===== config.mk =====
export PLATFORM = sky130hd
export DESIGN_NAME = msrv32_mtimer
export DESIGN_NICKNAME = d
export VERILOG_FILES = /design/src/rtl/msrv32_pkg.sv /design/src/rtl/msrv32_mtimer_prescaler.sv /design/src/rtl/msrv32_mtimer.sv
export SDC_FILE = /design/constraint.sdc
export NUM_CORES = 1
export LEC_CHECK = 0
export ABC_AREA = 0
export BUFFER_PORTS_ARGS = -buffer_cell sky130_fd_sc_hd__buf_2
export CAP_MARGIN = 15
export CORE_MARGIN = 2
export CORE_UTILIZATION = 52
export CTS_CLUSTER_DIAMETER = 40
export DETAILED_ROUTE_END_ITERATION = 16
export PLACE_DENSITY = 0.87
export SLEW_MARGIN = 20
export SYNTH_ARGS = -nofsm -noshare
export SYNTH_HDL_FRONTEND = slang
export SYNTH_HIERARCHICAL = 1
export SYNTH_SLANG_ARGS = --single-unit
export TNS_END_PERCENT = 5

===== constraint.sdc =====
create_clock -name ms_riscv32_mp_clk_in -period 2.4 [get_ports ms_riscv32_mp_clk_in]
set_input_delay 0.24 -clock ms_riscv32_mp_clk_in [delete_from_list [all_inputs] [get_ports ms_riscv32_mp_clk_in]]
set_output_delay 0.24 -clock ms_riscv32_mp_clk_in [all_outputs]
set_load 0.01 [all_outputs]

===== src/rtl/msrv32_pkg.sv =====
// ----------------------------------------------------------------------------
// msrv32_pkg
// Shared definitions for the machine-timer window: register offsets (word
// index within the 32-byte window), CTRL bit positions, reset constants and a
// byte-enable merge helper used by every writable register.
// ----------------------------------------------------------------------------
package msrv32_pkg;

  // Word offsets inside the timer window (address bits [4:2]).
  typedef enum logic [2:0] {
    OFF_MTIME_LO    = 3'd0,
    OFF_MTIME_HI    = 3'd1,
    OFF_MTIMECMP_LO = 3'd2,
    OFF_MTIMECMP_HI = 3'd3,
    OFF_CTRL        = 3'd4,
    OFF_PRESCALE    = 3'd5
  } mtimer_off_e;

  // CTRL register layout.
  localparam int unsigned CTRL_EN_BIT = 0;

  // Width of the prescale register / counter.
  localparam int unsigned PRESCALE_W = 16;

  // mtimecmp resets to all-ones so no interrupt fires before software
  // programs a compare value.
  localparam logic [63:0] MTIMECMP_RST = 64'hFFFF_FFFF_FFFF_FFFF;

  // Replace the bytes of old_val selected by mask with the matching bytes
  // of new_val.
  function automatic logic [31:0] byte_merge(input logic [31:0] old_val,
                                             input logic [31:0] new_val,
                                             input logic [3:0]  mask);
    logic [31:0] res;
    res = old_val;
    for (int b = 0; b < 4; b++) begin
      if (mask[b]) res[8*b +: 8] = new_val[8*b +: 8];
    end
    return res;
  endfunction

endpackage


===== src/rtl/msrv32_mtimer_prescaler.sv =====
// ----------------------------------------------------------------------------
// msrv32_mtimer_prescaler
// Divides the clock down to mtime ticks: the counter runs 0..prescale and
// asserts tick on the cycle it equals prescale, then restarts from 0.
// A disabled timer freezes the counter; clear restarts it from 0.
// Only built when MSRV32_MTIMER_PRESCALER_EN is defined.
//
// Ports:
//   clk      - clock, rising edge
//   rst      - synchronous active-high reset
//   en       - timer enable (CTRL.EN)
//   clear    - restart the count (software wrote PRESCALE)
//   prescale - divide value; a tick every prescale+1 enabled cycles
//   tick     - advance mtime this cycle
// ----------------------------------------------------------------------------
`ifdef MSRV32_MTIMER_PRESCALER_EN
module msrv32_mtimer_prescaler
  import msrv32_pkg::*;
(
  input  logic                  clk,
  input  logic                  rst,
  input  logic                  en,
  input  logic                  clear,
  input  logic [PRESCALE_W-1:0] prescale,
  output logic                  tick
);

  logic [PRESCALE_W-1:0] count;

  assign tick = en && (count == prescale);

  always_ff @(posedge clk) begin
    if (rst) begin
      count <= '0;
    end else if (clear) begin
      count <= '0;
    end else if (en) begin
      if (count == prescale) count <= '0;
      else                   count <= count + 1'b1;
    end
  end

endmodule
`endif


===== src/rtl/msrv32_mtimer.sv =====
// ----------------------------------------------------------------------------
// msrv32_mtimer
// Memory-mapped RISC-V machine timer occupying a 32-byte window at BASE_ADDR:
// 64-bit mtime / mtimecmp, CTRL (bit0 EN) and an optional PRESCALE register.
// Reads are registered (1-cycle latency); the timer interrupt is the
// registered level (mtime >= mtimecmp).
//
// Build option: define MSRV32_MTIMER_PRESCALER_EN to add the 16-bit prescaler
// (msrv32_mtimer_prescaler). Without it mtime ticks every enabled cycle and
// PRESCALE reads 0.
//
// Ports:
//   ms_riscv32_mp_clk_in       - clock, rising edge
//   ms_riscv32_mp_rst_in       - synchronous active-high reset
//   ms_riscv32_mp_dmaddr_in    - core data address
//   ms_riscv32_mp_dmdata_in    - core store data
//   ms_riscv32_mp_dmwr_req_in  - core write strobe
//   ms_riscv32_mp_dmwr_mask_in - byte enables, bit n enables byte n
//   rd_data_out                - registered read data (0 when no hit)
//   rd_hit_out                 - registered: rd_data_out came from this window
//   ms_riscv32_mp_rc_out       - current mtime
//   ms_riscv32_mp_tirq_out     - registered timer interrupt level
// ----------------------------------------------------------------------------
module msrv32_mtimer
  import msrv32_pkg::*;
#(
  parameter logic [31:0] BASE_ADDR = 32'h0200_4000
) (
  input  logic        ms_riscv32_mp_clk_in,
  input  logic        ms_riscv32_mp_rst_in,
  input  logic [31:0] ms_riscv32_mp_dmaddr_in,
  input  logic [31:0] ms_riscv32_mp_dmdata_in,
  input  logic        ms_riscv32_mp_dmwr_req_in,
  input  logic [3:0]  ms_riscv32_mp_dmwr_mask_in,
  output logic [31:0] rd_data_out,
  output logic        rd_hit_out,
  output logic [63:0] ms_riscv32_mp_rc_out,
  output logic        ms_riscv32_mp_tirq_out
);

  logic        clk;
  logic        rst;
  logic [31:0] wdata;
  logic [3:0]  wmask;

  assign clk   = ms_riscv32_mp_clk_in;
  assign rst   = ms_riscv32_mp_rst_in;
  assign wdata = ms_riscv32_mp_dmdata_in;
  assign wmask = ms_riscv32_mp_dmwr_mask_in;

  // Byte-lane bits never select a register.
  logic unused_addr_lsbs;
  assign unused_addr_lsbs = ^ms_riscv32_mp_dmaddr_in[1:0];

  // --------------------------------------------------------------------------
  // Address decode
  // --------------------------------------------------------------------------
  logic       hit;
  logic [2:0] off;
  logic       wr;

  assign hit = (ms_riscv32_mp_dmaddr_in[31:5] == BASE_ADDR[31:5]);
  assign off = ms_riscv32_mp_dmaddr_in[4:2];
  assign wr  = hit && ms_riscv32_mp_dmwr_req_in;

  // --------------------------------------------------------------------------
  // Registers and tick generation
  // --------------------------------------------------------------------------
  logic [63:0] mtime;
  logic [63:0] mtimecmp;
  logic        en;
  logic        tick;

`ifdef MSRV32_MTIMER_PRESCALER_EN
  logic [PRESCALE_W-1:0] prescale;
  logic                  prescale_wr;

  assign prescale_wr = wr && (off == OFF_PRESCALE);

  always_ff @(posedge clk) begin
    if (rst) begin
      prescale <= '0;
    end else if (prescale_wr) begin
      if (wmask[0]) prescale[7:0]  <= wdata[7:0];
      if (wmask[1]) prescale[15:8] <= wdata[15:8];
    end
  end

  msrv32_mtimer_prescaler u_prescaler (
    .clk      (clk),
    .rst      (rst),
    .en       (en),
    .clear    (prescale_wr),
    .prescale (prescale),
    .tick     (tick)
  );
`else
  assign tick = en;
`endif

  // A software write to either mtime half wins over the tick in that cycle;
  // the other half holds, so a discarded tick never carries.
  // NOTE: state registers use non-blocking assignments so every always_ff
  // samples the same pre-edge values (this is what makes reads and tirq see
  // pre-write contents).
  always_ff @(posedge clk) begin
    if (rst) begin
      mtime <= '0;
    end else if (wr && (off == OFF_MTIME_LO)) begin
      mtime[31:0] <= byte_merge(mtime[31:0], wdata, wmask);
    end else if (wr && (off == OFF_MTIME_HI)) begin
      mtime[63:32] <= byte_merge(mtime[63:32], wdata, wmask);
    end else if (tick) begin
      mtime <= mtime + 64'd1;
    end
  end

  always_ff @(posedge clk) begin
    if (rst) begin
      mtimecmp <= MTIMECMP_RST;
    end else if (wr && (off == OFF_MTIMECMP_LO)) begin
      mtimecmp[31:0] <= byte_merge(mtimecmp[31:0], wdata, wmask);
    end else if (wr && (off == OFF_MTIMECMP_HI)) begin
      mtimecmp[63:32] <= byte_merge(mtimecmp[63:32], wdata, wmask);
    end
  end

  always_ff @(posedge clk) begin
    if (rst) begin
      en <= 1'b1;
    end else if (wr && (off == OFF_CTRL) && wmask[0]) begin
      en <= wdata[CTRL_EN_BIT];
    end
  end

  // --------------------------------------------------------------------------
  // Read path
  // --------------------------------------------------------------------------
  logic [31:0] rd_next;

  // NOTE: rd_next gets a default before the case so no path leaves it
  // unassigned, which would otherwise infer a latch.
  always_comb begin
    rd_next = '0;
    if (hit) begin
      case (off)
        OFF_MTIME_LO:    rd_next = mtime[31:0];
        OFF_MTIME_HI:    rd_next = mtime[63:32];
        OFF_MTIMECMP_LO: rd_next = mtimecmp[31:0];
        OFF_MTIMECMP_HI: rd_next = mtimecmp[63:32];
        OFF_CTRL:        rd_next[CTRL_EN_BIT] = en;
`ifdef MSRV32_MTIMER_PRESCALER_EN
        OFF_PRESCALE:    rd_next[PRESCALE_W-1:0] = prescale;
`endif
        default:         rd_next = '0;
      endcase
    end
  end

  always_ff @(posedge clk) begin
    if (rst) begin
      rd_data_out <= '0;
      rd_hit_out  <= 1'b0;
    end else begin
      rd_data_out <= rd_next;
      rd_hit_out  <= hit;
    end
  end

  // --------------------------------------------------------------------------
  // Interrupt and real-time counter
  // --------------------------------------------------------------------------
  always_ff @(posedge clk) begin
    if (rst) ms_riscv32_mp_tirq_out <= 1'b0;
    else     ms_riscv32_mp_tirq_out <= (mtime >= mtimecmp);
  end

  assign ms_riscv32_mp_rc_out = mtime;

endmodule


# After elaboration in Yosys (flattened, before gate mapping)
# Index checks and enable logic that the tools add are counted.
dict set report word_totals {
  input_bits 71
  ff_bits 163
}
dict set report op_classes {
  n_bitwise 3
  n_addsub 1
  n_eq_ne 14
  muxes 10
  magnitude_cmp 1
  reduce_logical 27
}
# op n
set op_table {}
lappend op_table {{31-bit case mux with 4 select lines} 1}
lappend op_table {{32-bit two-way mux} 3}
lappend op_table {{64-bit by 1-bit adder with 64-bit output (second input constant)} 1}
lappend op_table {{64-bit greater-or-equal comparator} 1}
lappend op_table {{64-bit two-way mux} 1}
lappend op_table {{3-bit AND reduction} 12}
lappend op_table {{8-bit two-way mux} 4}
lappend op_table {{27-bit by 21-bit == test with 1-bit output (second input constant)} 1}
lappend op_table {{2-bit != test (second input constant)} 9}
lappend op_table {{2-bit AND reduction} 4}
lappend op_table {{1-bit logical AND} 7}
lappend op_table {{3-bit by 2-bit == test with 1-bit output (second input constant)} 2}
lappend op_table {{1-bit case mux with 5 select lines} 1}
lappend op_table {{2-bit nonzero test} 2}
lappend op_table {{3-bit by 1-bit == test with 1-bit output (second input constant)} 1}
lappend op_table {{3-bit == test (second input constant)} 1}
lappend op_table {{3-bit logical NOT} 1}
lappend op_table {{1-bit NOT} 3}
lappend op_table {{2-bit OR reduction} 1}

# Longest topological paths before layout
# Gate-level depths: netlist (run 1).
dict set report logic_depth {
  ltp_word 5
  mapped_depth 9
  ltp_nobuf 8
}

# Least setup slack after synthesis (run 1)
# OpenSTA, ideal clock, no wires.
dict set report synth_timing {
  path_kind {reg2reg}
  startpoint {reg mtime[0] (netlist: ms_riscv32_mp_rc_out[0])}
  endpoint {reg mtime[62] (netlist: ms_riscv32_mp_rc_out[62])}
  setup_time_ns 0.070
  stages_incl_launch_ff 8
  path_slack_ns -0.203
  arrival_time_ns 2.533
  period_less_slack_ns 2.603
  cell_sequence {dfxtp_1 ha_1 nand3_1 or3_1 or4_4 or4_1 a21o_1 a21oi_1}
}
dict set report synth_via {
  elab_chain_cells 3
}
# element line
set synth_rtl {}
lappend synth_rtl {{from (decl)} msrv32_mtimer.sv:69} ;# logic [63:0] mtime;
lappend synth_rtl {{from (signal assigned)} msrv32_mtimer.sv:110} ;# mtime[31:0] <= byte_merge(mtime[31:0], wdata, wmask);
lappend synth_rtl {{from (signal assigned)} msrv32_mtimer.sv:114} ;# mtime <= mtime + 64'd1;
lappend synth_rtl {{64-bit by 1-bit adder with 64-bit output} msrv32_mtimer.sv:114}
lappend synth_rtl {{64-bit two-way mux} msrv32_mtimer.sv:113} ;# end else if (tick) begin
lappend synth_rtl {{32-bit two-way mux} msrv32_mtimer.sv:111} ;# end else if (wr && (off == OFF_MTIME_HI)) begin
# Every way passes these cells. The select of a mux whose other input is x is not followed.
# A chain may end at the register's enable or synchronous reset.

# Final worst setup path (run 1)
dict set report layout_timing {
  startpoint {reg mtime[1] (netlist: ms_riscv32_mp_rc_out[1])}
  endpoint {reg mtime[62] (netlist: ms_riscv32_mp_rc_out[62])}
}
# The elaborated chain is that of the path after synthesis.

==> results of run 1 <==
==> flip-flops by register name, indices dropped and copies added, names as in the netlist <==
register	flops
ms_riscv32_mp_rc_out	64
mtimecmp	64
rd_data_out	32
en	1
ms_riscv32_mp_tirq_out	1
rd_hit_out	1
==> cell usage after synthesis (4+ instances only) <==
cell type / count
and4_1: 14
nor3_1: 20
buf_2: 11
nor2_1: 38
inv_1: 74
a21o_1: 39
o31a_1: 4
nand4_1: 32
mux2i_1: 5
o211ai_1: 66
clkbuf_1: 77
nand3b_1: 5
buf_1: 5
a221oi_1: 5
ha_1: 65
nand4b_1: 5
dfxtp_1: 163
and3_1: 10
nor4_1: 22
o32ai_1: 12
a21oi_1: 130
o22ai_1: 4
nand2_1: 154
or3_1: 6
or4_1: 6
a211oi_1: 16
o31ai_1: 7
nand3_1: 35
and2_1: 26
a22oi_1: 62
o21ai_0: 66
nor3b_1: 5
a31oi_1: 12
==> per-layer routing <==
| layer | wire, µm | track usage (%) |
|---|---|---|
| met1 | 14100 | 46.3 |
| met2 | 16500 | 57.3 |
| met3 | 4060 | 7.19 |
| met4 | 1750 | 18.0 |
| met5 | 8 | 0 |
==> power by group through the flow <==
stage | Sequential, mW | Combinational, mW | Clock (mW)
2_1_floorplan | 2.78 | 0.119 | 0
3_3_place_gp | 2.77 | 0.286 | 0
3_5_place_dp | 2.77 | 0.293 | 0
4_1_cts | 2.71 | 0.294 | 2.99
5_1_grt | 2.71 | 0.322 | 3.13
6_report | 2.71 | 0.308 | 3.00
==> through the flow <==
| step | power, mW | TNS, ps | instances | setup WS, ps |
|---|---|---|---|---|
| 6_report | 6.03 | -63.5 | 1731 | -41.9 |
| 5_1_grt | 6.17 | -584 | 1731 | -111 |
| 4_1_cts | 6.00 | -11.9 | 1730 | -6.05 |
| 3_5_place_dp | 3.07 | -356 | 1698 | -164 |
| 3_3_place_gp | 3.06 | -291 | 1698 | -134 |
| 2_1_floorplan | 2.90 | -7.86 | 1254 | -7.86 |
==> cell type report <==
| class | instances | area (µm²) | share of cell area (%) |
|---|---|---|---|
| Clock buffer | 18 | 429 | 3.43 |
| Inverter | 74 | 278 | 2.22 |
| Tap cell | 234 | 293 | 2.34 |
| Multi-Input combinational cell | 923 | 6120 | 48.8 |
| Clock inverter | 14 | 201 | 1.61 |
| Sequential cell | 163 | 3280 | 26.2 |
| Timing Repair Buffer | 305 | 1930 | 15.4 |
==> worst max-delay path, cell delays in order, from the launching register on <==
cell and delay, ps:
dfxtp_4 360, ha_4 160, nand3_4 80, or3_4 400, or4_4 610, buf_6 170, o31a_1 300, o21ai_1 150
a21oi_1 80
==> final timing paths <==
kind | start | endpoint | slack [ps] | cells past startpoint
worst min register to register | mtimecmp[2] | mtimecmp[2] | 520 | 2
worst max-delay path | ms_riscv32_mp_rc_out[1] | ms_riscv32_mp_rc_out[62] | -40 | 8
worst max register to register | ms_riscv32_mp_rc_out[1] | ms_riscv32_mp_rc_out[62] | -40 | 8
worst min-delay path | ms_riscv32_mp_dmdata_in[22] | mtimecmp[54] | 80 | 3
==> cell families (layout without fill, tap and decap cells) <==
kind of cell               count (synthesis)  in the layout  synth area share [%]
AOI/OAI and AO/OA                        454            454                  30.3
buffers and inverters                    168            411                  6.64
and+or+nand+nor                          398            398                  20.9
DFF                                      163            163                  33.2
adders and majority gates                 65             65                  8.28
muxes                                      6              6                 0.624
==> what timing repair did <==
| action | CTS | global route |
|---|---|---|
| pin swaps | 3 | 15 |
| buffers inserted | 0 | 1 |
| resized for setup | 5 | 31 |
| endpoints found under the setup margin | 14 | 27 |
| gates cloned | 0 | 0 |
==> run_results.csv, run 1 <==
group,metric,value,unit
yosys,synth_area_leaders,"dfxtp_1 33%, ha_1 8.3%, a21oi_1 6.6%",
yosys,syn_nets,1390,
yosys,synth_cell_types,64,
power,pwr-share-clk,49.9,%
detailed_routing,avgRoutedWirePerCell,21.0,µm
floorplanning,die_w,141,µm
setup_path,crit_fanout,7,
global_routing,grt_max_degree,85,
detailed_routing,postRouteAntennaNets,0,
clocking,root_buffer,"clkbuf_16",
setup_path,cp-end-kind,"flip-flop",
global_routing,grt_pass1_wl,57100,µm
sta,fmax,410,MHz
cells_and_area,mostFrequentLayoutCells,"166 x buf_2, 155 x dfxtp_1, 154 x nand2_1",
cells_and_area,fin_area,12500,µm²
sta,slew_headroom,49.5,%
sta,fin_skew,11.2,ps
clocking,insertion_delay,450,ps
detailed_routing,wl,36400,µm
placement,gp_congestion,1.01,
global_routing,grt_overflow_total,0,
clocking,cts_max_level,4,
yosys,synth_top_area_share,33.2,%
clocking,holdBufCountCts,0,
yosys,synthesis.area,9820,µm²
placement,dpl_cell_area,11700,µm²
sta,report.final.slew_viol_count,0,
yosys,syn-instance-count,1254,
floorplanning,start_util,52.7,%
clocking,cts_inserted_buffers,17,
power,comb_power_share,5.1,%
power,p_per_area,481,nW/µm²
floorplanning,row_count,50,
sta,final.setup.worst_slack,-41.9,ps
cells_and_area,fin_util,67.2,%
yosys,synth.avg_cell_area,7.83,µm²
clocking,cts_tree,"built",
setup_path,critPathRequiredTime,2710,ps
placement,hpwl,25600,µm
cells_and_area,fillers,1494,
global_routing,grt_antenna_before_repair,1,
power,max-vdd-ir-drop,0.000533,V
setup_path,path_class,"reg -> reg",
floorplanning,pin_count,169,
setup_path,start_kind,"flip-flop",
yosys,ys_ff_latch,163,
clocking,cts.sinks,163,
yosys,synth_warnings,6,
floorplanning,fp.dieH,141,µm
yosys,async_flop_share,0,%
cells_and_area,final_layout_size_suffix_gt1_share,26.1,%
sta,hold-worst-slack,83.2,ps
detailed_routing,drt-initial-drc-count,1526,
sta,finalSetupViolations,3,
power,switching_power,1.45,mW
worst_hold_path,min_path_type,"in -> reg",
floorplanning,core_area,18600,µm²
cells_and_area,final_common_cell,"buf_2",
detailed_routing,drt-vias-per-instance,6.67,
placement,io_buffers,166,
cells_and_area,n_antenna_cell,0,
sta,period_minus_slack,2440,ps
clocking,cts.path.max_buffers,2,
global_routing,track_usage,35.9,%
cells_and_area,area_delta_synth_final,27.6,%
global_routing,grt_pass1_vias,10900,
detailed_routing,route.vias.total,11500,
detailed_routing,drc_errors,0,
power,power_switching_share,24.1,%
yosys,synth_flop_cell,"dfxtp_1",
run_status,outcome,"finished with violations",
yosys,synth-edff-count,0,
detailed_routing,drtPass1Iterations,6,
cells_and_area,finalNetCount,1620,
floorplanning,dieArea,20000,µm²
sta,rsz0062_at_grt,"true",
power,p_int,4.58,mW
clocking,path_clk_slew,70,ps
sta,finalHoldViolCount,0,
yosys,synth_area_leader_cell,"dfxtp_1",
sta,max_slew.worst_pin.slew,758,ps
run_status,violations,"setup timing",
run,cap_violations,0,
power,pwr-share-seq,45.0,%
yosys,yosysSeqAreaShare,33.2,%
sta,finalCritPeriodShare,102,%
setup_path,arrival,2750,ps
power,leakage,5.76,nW
Note: power is estimated with default switching activity, not from simulation.
==> run 2, diff against run 1 <==
--- a/config.mk
+++ b/config.mk
@@ -8,7 +8,7 @@
 export ABC_AREA = 0
 export BUFFER_PORTS_ARGS = -buffer_cell sky130_fd_sc_hd__buf_2
 export CAP_MARGIN = 15
-export CORE_MARGIN = 2
+export CORE_MARGIN = 1.5
 export CORE_UTILIZATION = 52
 export CTS_CLUSTER_DIAMETER = 40
 export DETAILED_ROUTE_END_ITERATION = 16
==> run 2 against run 1 <==
Routed wire length is 0.24% lower; maximum frequency is 0.57% lower; the run still ends with setup timing left; cell count is 0.40% higher; hold slack better by 6.3 ps; combinational power hardly changed; die area is 1.4% lower; global-route usage is 0.57 points higher; total power is 4.2% lower; sequential share of layout area is 0.13 points higher.
==> run_results.csv, run 2 (synthesized netlist as in run 1, its figures left out) <==
group,metric,value,unit
run_status,outcome,"finished with violations",
run_status,violations,"setup timing",
floorplanning,start_util,52.7,%
setup_path,cp-end-kind,"flip-flop",
clocking,cts_inserted_buffers,17,
detailed_routing,drtPass1Iterations,7,
clocking,insertion_delay,440,ps
sta,finalCritPeriodShare,102,%
sta,rsz0062_at_grt,"true",
sta,fin_skew,10.3,ps
sta,report.final.slew_viol_count,0,
sta,finalHoldViolCount,0,
sta,final.setup.tns,-64.3,ps
setup_path,start_kind,"flip-flop",
placement,hpwl,25600,µm
sta,finalSetupViolations,2,
setup_path,path_class,"reg -> reg",
sta,max_slew.worst_pin.slew,730,ps
cells_and_area,mostFrequentLayoutCells,"166 x buf_2, 154 x dfxtp_1, 153 x nand2_1",
floorplanning,pin_count,169,
clocking,cts_tree,"built",
detailed_routing,drt-initial-drc-count,1725,
cells_and_area,finalNetCount,1626,
clocking,cts.sinks,163,
clocking,path_clk_slew,70,ps
cells_and_area,final_layout_size_suffix_gt1_share,26.1,%
detailed_routing,wl,36300,µm
global_routing,grt_pass1_vias,10800,
detailed_routing,drt-vias-per-instance,6.58,
global_routing,grt_overflow_total,0,
sta,final.setup.worst_slack,-55.8,ps
clocking,cts_max_level,4,
global_routing,grt_pass1_wl,57000,µm
power,p_per_area,463,nW/µm²
setup_path,arrival,2810,ps
detailed_routing,avgRoutedWirePerCell,20.9,µm
clocking,cts.path.max_buffers,2,
floorplanning,core_area,18600,µm²
power,max-vdd-ir-drop,0.000535,V
clocking,root_buffer,"clkbuf_16",
cells_and_area,final_common_cell,"buf_2",
placement,io_buffers,166,
floorplanning,fp.dieH,140,µm
clocking,holdBufCountCts,0,
global_routing,grt_antenna_before_repair,2,
run,cap_violations,0,
cells_and_area,area_delta_synth_final,27.1,%
placement,gp_congestion,0.986,
global_routing,grt_max_degree,49,
worst_hold_path,min_path_type,"in -> reg",
setup_path,crit_fanout,8,
detailed_routing,route.vias.total,11400,
sta,hold-worst-slack,89.5,ps
sta,fmax,407,MHz
sta,slew_headroom,51.3,%
sta,period_minus_slack,2460,ps
floorplanning,dieArea,19700,µm²
power,leakage,5.76,nW
setup_path,critPathRequiredTime,2750,ps
floorplanning,die_w,140,µm
floorplanning,row_count,50,
global_routing,track_usage,36.4,%
detailed_routing,drc_errors,0,
detailed_routing,postRouteAntennaNets,0,
-- run 2: final cells by class --
cell class	count	area (µm²)
Antenna cell	1	2.50
Clock buffer	20	447
Clock inverter	12	130
Fill cell	1531	6160
Inverter	74	278
Multi-Input combinational cell	923	6080
Sequential cell	163	3280
Tap cell	234	293
Timing Repair Buffer	311	1970
-- run 2: timing repair --
item | in CTS | in global routing
buffers inserted | 0 | 2
setup endpoints to repair | 8 | 27
pin swaps | 4 | 16
gates resized for setup | 5 | 27
-- run 2: per-stage QoR --
stage / worst slack (ps) / cells / util, % / area, µm² / total power, mW
6_report: -55.8 / 1738 / 67.0 / 12500 / 5.77
5_1_grt: -68.3 / 1737 / 66.9 / 12500 / 5.90
4_1_cts: 0.00955 / 1735 / 66.2 / 12300 / 5.76
3_5_place_dp: -132 / 1703 / 63.0 / 11800 / 3.07
3_3_place_gp: -132 / 1703 / 63.0 / 11800 / 3.06
2_1_floorplan: -7.86 / 1254 / - / 9860 / 2.90
-- run 2: layer usage --
metal | wire length, µm | share of wire [%] | global-route usage [%]
met5 | 10 | 0.028 | 0
met2 | 16500 | 45 | 59.3
met3 | 4010 | 11 | 8.79
met4 | 1480 | 4.1 | 15.6
met1 | 14300 | 39 | 46.1
-- run 2: power breakdown --
part           total (mW)  internal [mW]  switching [mW]
clock                2.76           1.56            1.20
sequential           2.71           2.71         0.00466
combinational       0.307          0.106           0.201
-- run 2: final timing paths --
path	startpoint	slack, ps	to	cells past startpoint
worst max-delay path	ms_riscv32_mp_rc_out[16]	-60	ms_riscv32_mp_rc_out[61]	6
worst min register to register	mtimecmp[6]	520	mtimecmp[6]	2
worst min-delay path	ms_riscv32_mp_dmdata_in[31]	90	mtimecmp[63]	3
worst max register to register	ms_riscv32_mp_rc_out[16]	-60	ms_riscv32_mp_rc_out[61]	6
-- run 2: worst max-delay path: stages, from the launching register on --
cell	delay, ps
dfxtp_4	390
nand3_1	110
or4_4	540
or4_4	650
o31ai_1	300
a21oi_1	140
a211oi_2	230
